<file path="config.mk">
export PLATFORM = sky130hd
export DESIGN_NAME = tpu_serial_loader
export DESIGN_NICKNAME = d
export VERILOG_FILES = /design/src/rtl/tpu_serial_loader.sv
export SDC_FILE = /design/constraint.sdc
export NUM_CORES = 1
export LEC_CHECK = 0
export ABC_AREA = 1
export CAP_MARGIN = 25
export CORE_MARGIN = 2
export CORE_UTILIZATION = 25
export DETAILED_ROUTE_END_ITERATION = 8
export RECOVER_POWER = 100
export SYNTH_ARGS = -nofsm -noshare
export SYNTH_HDL_FRONTEND = slang
export SYNTH_SLANG_ARGS = --single-unit
export TNS_END_PERCENT = 30
</file>
<file path="constraint.sdc">
create_clock -name clk -period 1.6 [get_ports clk]
set_input_delay 0.24 -clock clk [delete_from_list [all_inputs] [get_ports clk]]
set_output_delay 0.24 -clock clk [all_outputs]
set_load 0.01 [all_outputs]
</file>
<file path="src/rtl/tpu_serial_loader.sv">
// rtl/tpu_serial_loader.sv - deserializes two 1-bit operand streams into N x N matrices
// and hands them to the systolic core through a valid/ready handshake.
module tpu_serial_loader #(
  parameter int D_W = 8,
  parameter int N   = 2
) (
  input  logic                          clk,
  input  logic                          rst_n,
  input  logic                          data_in_x,
  input  logic                          data_in_y,
  input  logic                          load_en,
  input  logic                          init,
  output logic [N*N*D_W-1:0]            mat_x_flat,
  output logic [N*N*D_W-1:0]            mat_y_flat,
  output logic                          out_valid,
  input  logic                          out_ready,
  output logic [$clog2(N*N+1)-1:0]      elem_cnt,
  output logic                          busy
);

  localparam int NE = N * N;
  localparam int MW = NE * D_W;
  localparam int EW = $clog2(NE + 1);
  localparam int BW = (D_W > 1) ? $clog2(D_W) : 1;
  localparam logic [BW-1:0] LAST_BIT  = BW'(D_W - 1);
  localparam logic [EW-1:0] LAST_ELEM = EW'(NE - 1);

  typedef enum logic [1:0] {IDLE, SHIFT, FULL} state_t;

  state_t          state_q, state_d;
  logic [BW-1:0]   bit_cnt_q, bit_cnt_d;
  logic [EW-1:0]   elem_cnt_d;
  logic [D_W-1:0]  sr_x_q, sr_x_d, sr_y_q, sr_y_d;
  logic [D_W-1:0]  word_x, word_y;
  logic [MW-1:0]   mat_x_d, mat_y_d;
  logic            out_valid_d;

  // Word as it stands once the current bit is shifted in.
  assign word_x = {sr_x_q[D_W-2:0], data_in_x};
  assign word_y = {sr_y_q[D_W-2:0], data_in_y};

  always_ff @(posedge clk or negedge rst_n) begin
    if (!rst_n) begin
      state_q    <= IDLE;
      bit_cnt_q  <= '0;
      elem_cnt   <= '0;
      sr_x_q     <= '0;
      sr_y_q     <= '0;
      mat_x_flat <= '0;
      mat_y_flat <= '0;
      out_valid  <= 1'b0;
      busy       <= 1'b0;
    end else begin
      state_q    <= state_d;
      bit_cnt_q  <= bit_cnt_d;
      elem_cnt   <= elem_cnt_d;
      sr_x_q     <= sr_x_d;
      sr_y_q     <= sr_y_d;
      mat_x_flat <= mat_x_d;
      mat_y_flat <= mat_y_d;
      out_valid  <= out_valid_d;
      busy       <= (state_d == SHIFT);
    end
  end

  always_comb begin
    state_d     = state_q;
    bit_cnt_d   = bit_cnt_q;
    elem_cnt_d  = elem_cnt;
    sr_x_d      = sr_x_q;
    sr_y_d      = sr_y_q;
    mat_x_d     = mat_x_flat;
    mat_y_d     = mat_y_flat;
    out_valid_d = out_valid;

    if (init) begin
      state_d     = IDLE;
      bit_cnt_d   = '0;
      elem_cnt_d  = '0;
      sr_x_d      = '0;
      sr_y_d      = '0;
      mat_x_d     = '0;
      mat_y_d     = '0;
      out_valid_d = 1'b0;
    end else begin
      case (state_q)
        IDLE: begin
          if (load_en) begin
            sr_x_d    = {{(D_W-1){1'b0}}, data_in_x};
            sr_y_d    = {{(D_W-1){1'b0}}, data_in_y};
            bit_cnt_d = BW'(1);
            state_d   = SHIFT;
          end
        end
        SHIFT: begin
          if (load_en) begin
            sr_x_d = word_x;
            sr_y_d = word_y;
            if (bit_cnt_q == LAST_BIT) begin
              bit_cnt_d  = '0;
              elem_cnt_d = elem_cnt + EW'(1);
              for (int e = 0; e < NE; e++) begin
                if (EW'(e) == elem_cnt) begin
                  mat_x_d[e*D_W +: D_W] = word_x;
                  mat_y_d[e*D_W +: D_W] = word_y;
                end
              end
              if (elem_cnt == LAST_ELEM) begin
                state_d     = FULL;
                out_valid_d = 1'b1;
              end
            end else begin
              bit_cnt_d = bit_cnt_q + BW'(1);
            end
          end
        end
        FULL: begin
          // Serial input is dropped here; matrices stay frozen until accepted.
          if (out_valid && out_ready) begin
            state_d     = IDLE;
            bit_cnt_d   = '0;
            elem_cnt_d  = '0;
            out_valid_d = 1'b0;
          end
        end
        default: state_d = IDLE;
      endcase
    end
  end

endmodule

</file>
* Word level (Yosys, flattened, before mapping)
Index checks and enable logic that the tools add are counted.
** Cells by class
- Order comparisons :: 0
- Divide/modulo/power cells :: 0
- Multiplexer cells :: 47
- Reduce and logical (&&, ||, !) cells :: 21
- Shift operators :: 0
- Bitwise operators :: 0
- Equality and inequality tests :: 13
- Add/sub/neg operators :: 2
- Multiply operators :: 0
** Operators by type and width (count)
- $mux 32 :: 8
- $mux 8 :: 8
- $mux 7 :: 6
- $pmux 7 s2 :: 2
- $mux 3 :: 8
- $reduce_and 4->1 :: 6
- $ne 3x3->1 const B :: 5
- $reduce_bool 2->1 :: 7
- $mux 2 :: 6
- $pmux 3 s3 :: 1
- $add 3x1->3 const B :: 2
- $eq 2x3->1 const A :: 2
- $pmux 2 s3 :: 1
- $pmux 3 s2 :: 1
- $reduce_bool 3->1 :: 2
- $mux 1 :: 5
- $reduce_and 5->1 :: 1
- $eq 2x1->1 const B :: 2
- $reduce_bool 4->1 :: 1
- $eq 1x3->1 const A :: 1
- $eq 3x2->1 const B :: 1
- $eq 3x3->1 const B :: 1
- $logic_not 3->1 :: 1
- $reduce_and 3->1 :: 1
- other kinds (4) :: 4
** Storage, ports and cells
- Bits in latches :: 0
- Output and inout bits :: 69
- Input bits :: 7
- Bits in writable memories :: 0
- Logic and storage cells :: 98
- Bits in registers :: 88
- ROM bits :: 0
- Memories kept :: 0

* Longest topological paths before layout
Gate-level depths: netlist of run 1.
- Depth after elaboration :: 7
- Gate-level depth with buffers :: 9
- Gate-level depth less buffers :: 9

* Least setup slack after synthesis of run 1
Ideal clock, no wire load.
- Path kind :: flip-flop to flip-flop
- Start point :: register state_q[1]
- End point :: register sr_x_q[1]
- Clock period less this slack :: 1477 ps
- Required time :: 1474 ps
- Path slack :: 123 ps
- Setup time :: 126 ps
- Path buffers :: 2
- Cell stages (with the launch flop) :: 8
- Arrival :: 1351 ps
- Cell sequence :: dfrtp_1 inv_1 ha_1 buf_4 nor2_1 a21oi_4 clkbuf_2 o21ai_0
** On the way
- Word-level cells in the longest chain between the ends :: 3
- Elaborated cells between the ends (all ways) :: 8
- Classes of those cells :: eq/ne (3); mux (2); reduce/logical (3)
** RTL lines
- start, declared :: line 30 : state_t state_q, state_d;
- start signal, assigned :: line 54 : state_q <= state_d;
- $eq 2x1->1 or $logic_not 2->1 (tied branches) :: line 86 : case (state_q)
- $ne 3x3->1 (no source line) (tied with other cells)
- $reduce_and 3->1 (no source line) or $mux 7 (tied branches)
- end signal, assigned :: line 57 : sr_x_q <= sr_x_d;
- end, declared :: line 33 : logic [D_W-1:0] sr_x_q, sr_x_d, sr_y_q, sr_y_d;
Several ways; a longest one is shown, not always the timed one.
A chain may end at the register's enable or synchronous reset.

* Worst setup path in the final report of run 1
- Start point :: register mat_x_flat[10]
- End point :: output port mat_x_flat[10]
** RTL lines
- start, declared :: line 13 : output logic [N*N*D_W-1:0] mat_x_flat,
- start signal, assigned :: line 59 : mat_x_flat <= mat_x_d;
No word-level cell between the ends.

==> metrics, run 1 <==
WP buf/inv 1; Clock H-tree levels 3; row count 45; Area after DPL 5200 um^2; commonest non-fill, non-tap cells in the layout 142 x nand2_1, 88 x dfrtp_1, 72 x clkdlybuf4s50_1; Mapped Cells 450; Initial DRC Count about 180; Netlist cell types 26; hpwl dp 7810 um; CP startpoint mat_x_flat[10]; Reg clk slew, reported paths 70 ps; YS warnings 0; Area Growth Syn to Fin 43.7%; launch point of the worst reg-to-reg path bit_cnt_q[1]; gr ovfl total 0; final design instance area without fill approximately 5700 um^2; fill count 1587; Max Fanout on Critical Path 2; length of the first detailed-routing pass in iterations 4; reg-to-reg endpoint mat_x_flat[15]; diodes inserted 0; fin crit share 97.2%; hold slack final around 500 ps; RSZ-0062 raised after global routing yes; clock skew 6.16 ps; Starting Density 25.7%; IO Port Bufs 75; CP endpoint kind primary output; status completed; Setup crit start kind register; HP Start data_in_x; die boundary height about 130 um; total CTS buffers 9; critical path cell sequence clkdlybuf4s50_1; final setup violation count 0; Hold Path Depth 3; Worst Path Class, Setup reg -> out; Post-Syn Nets between 400 and 500; Core ar. 15300 um^2; Hold Vio Cnt, Final 0; CTS sink count between 80 and 90; Skew-Pair Late Insertion Delay 340 ps; Cells after DPL about 760; syn avg cell area 8.76 um^2; RePlAce Congestion ~0.77; number of global-route vias before repair between 3000 and 4000; worst path arrival time 1310 ps; NumNets Final between 500 and 600; Post-DRT Antenna Nets 0; I/O pins 76; Crit-path slowest cell clkdlybuf4s50_1; first-pass GRT wire length about 18000 um; sequential share of the synthesized area between 50% and 60%; pwr dens 900 nW/um^2; path depth of the worst reg2reg path 8; vias 3424; worst endpoint required time between 1000 and 1500 ps; Cell Area, Synth 3940 um^2; total power approximately 5.1 mW; Crit path largest cell delay 570 ps; synth top area cells dfrtp_1 56%, nand2_1 14%, nand3_1 8.8%; Seq cells post-synth slightly below 90; Leak Pwr 2.71 nW; largest net degree at the start of global routing 89; vias per cell 4.38; final setup TNS 0 ps; Synth area leader dfrtp_1; Synth top area share approximately 56%; Die Area 16800 um^2; Worst Max-Slew Pin Slew 854 ps; WHS Endpoint mat_x_flat[24]; DR WL/cell 14.1 um; maximum vdd ir drop 0.474 mV; DRC Markers 0; R2R Setup Slk between 40 and 50 ps; most common cell after layout, fill and taps aside nand2_1; CTS tree built; Top delay family on crit path buffers and inverters; Worst Hold Class in -> reg; GRT Overall Usage 13.5%; achievable frequency 643 MHz; Die Width approximately 130 um; Max Cap Viol 0; CTS root buf clkbuf_16; Clock Path Buffers 2; Slew headroom 43.1%; final std cells w/o fill around 780; max-slew violation count 0; WL final between 10000 and 15000 um; initial antenna violation count 0; layout cell share with drive strength beyond 1 17.0%; min cycle time layout 1550 ps
## sequential cells by signal, summed over array words and instances (netlist names)
signal	cells
busy	1
out_valid	1
elem_cnt	3
state_q	2
sr_y_q	7
sr_x_q	7
mat_x_flat	32
bit_cnt_q	3
mat_y_flat	32
## what timing repair did
action / 4_1_cts / 5_1_grt
hold endpoints to repair: 88 / 0
setup endpoints to repair: 13 / 81
hold buffers: 1 / 0
pin swaps: 0 / 15
resized for setup: 4 / 29
buffers inserted: 0 / 3
cloned: 0 / 1
## synthesized netlist by cell type, drive strengths merged
cell	count
nand2	148
dfrtp	88
nand3	72
inv	43
o21ai	34
nor2	25
buf	19
ha	11
a21oi	3
clkbuf	2
nor3b	2
nand3b	1
nand4	1
or2	1
## final cells by class
class                           instances  area (um^2)  share of cell area (%)
Tap cell                              211          264                    4.66
Sequential cell                        88         2200                    38.9
Inverter                               43          161                    2.85
Timing Repair Buffer                  126         1180                    20.8
Multi-Input combinational cell        298         1550                    27.4
Clock buffer                            9          225                    3.98
Clock inverter                          7         75.1                    1.33
## per-stage QoR
stage	utilization (%)	worst slack, ps
6_report	37.0	45.5
4_1_cts	36.1	5.52
3_3_place_gp	34.0	-26.7
5_1_grt	37.0	-57.9
3_5_place_dp	34.0	-68.8
2_1_floorplan	-	123
## worst max-delay path by stage
| stage | slack, ps | depth (start not counted) | end |
|---|---|---|---|
| 4_1_cts | 6 | 8 | mat_x_flat[21] |
| 2_1_floorplan | 120 | 7 | sr_x_q[1] |
| 3_5_place_dp | -70 | 7 | mat_y_flat[11] |
| 6_report | 50 | 1 | mat_x_flat[10] |
| 5_1_grt | -60 | 8 | mat_x_flat[15] |
| 3_3_place_gp | -30 | 7 | mat_y_flat[10] |
## routing by layer
layer / vias up / wire [um] / share of wire (%) / global-route usage (%)
li1: 1665 / - / - / -
met1: 1680 / 4920 / 45 / 16.8
met2: 69 / 5600 / 51 / 23.4
met3: 10 / 374 / 3.4 / 2.89
met4: 0 / 129 / 1.2 / 4.36
met5: - / 0 / 0 / 0
## kinds of logic (layout without fill, tap and decap cells)
| kind of cell | Yosys count | in the layout | share of synthesized area, % |
|---|---|---|---|
| fa+ha+maj | 11 | 11 | 3.49 |
| simple gates | 250 | 250 | 27.8 |
| flops | 88 | 88 | 55.9 |
| buf+inv | 64 | 185 | 7.75 |
| compound gates | 37 | 37 | 5.08 |
## power breakdown
group          switching, mW  internal, mW  total, mW
clock network          0.992          1.10       2.10
registers             0.0469          2.30       2.34
logic                  0.385         0.268      0.653
total                   1.42          3.67       5.09
(Power assumes the default switching activity.)
==> run 2, diff against run 1 <==
Settings changed: GPL_ROUTABILITY_DRIVEN set to 1.
==> results of run 2 <==
Same layout as run 1: the final DEF is identical, and so are final timing and power.
==> run 3, diff against run 2 <==
Settings changed: SLEW_MARGIN set to 5.
==> results of run 3 <==
Same layout as run 1: the final DEF is identical, and so are final timing and power.
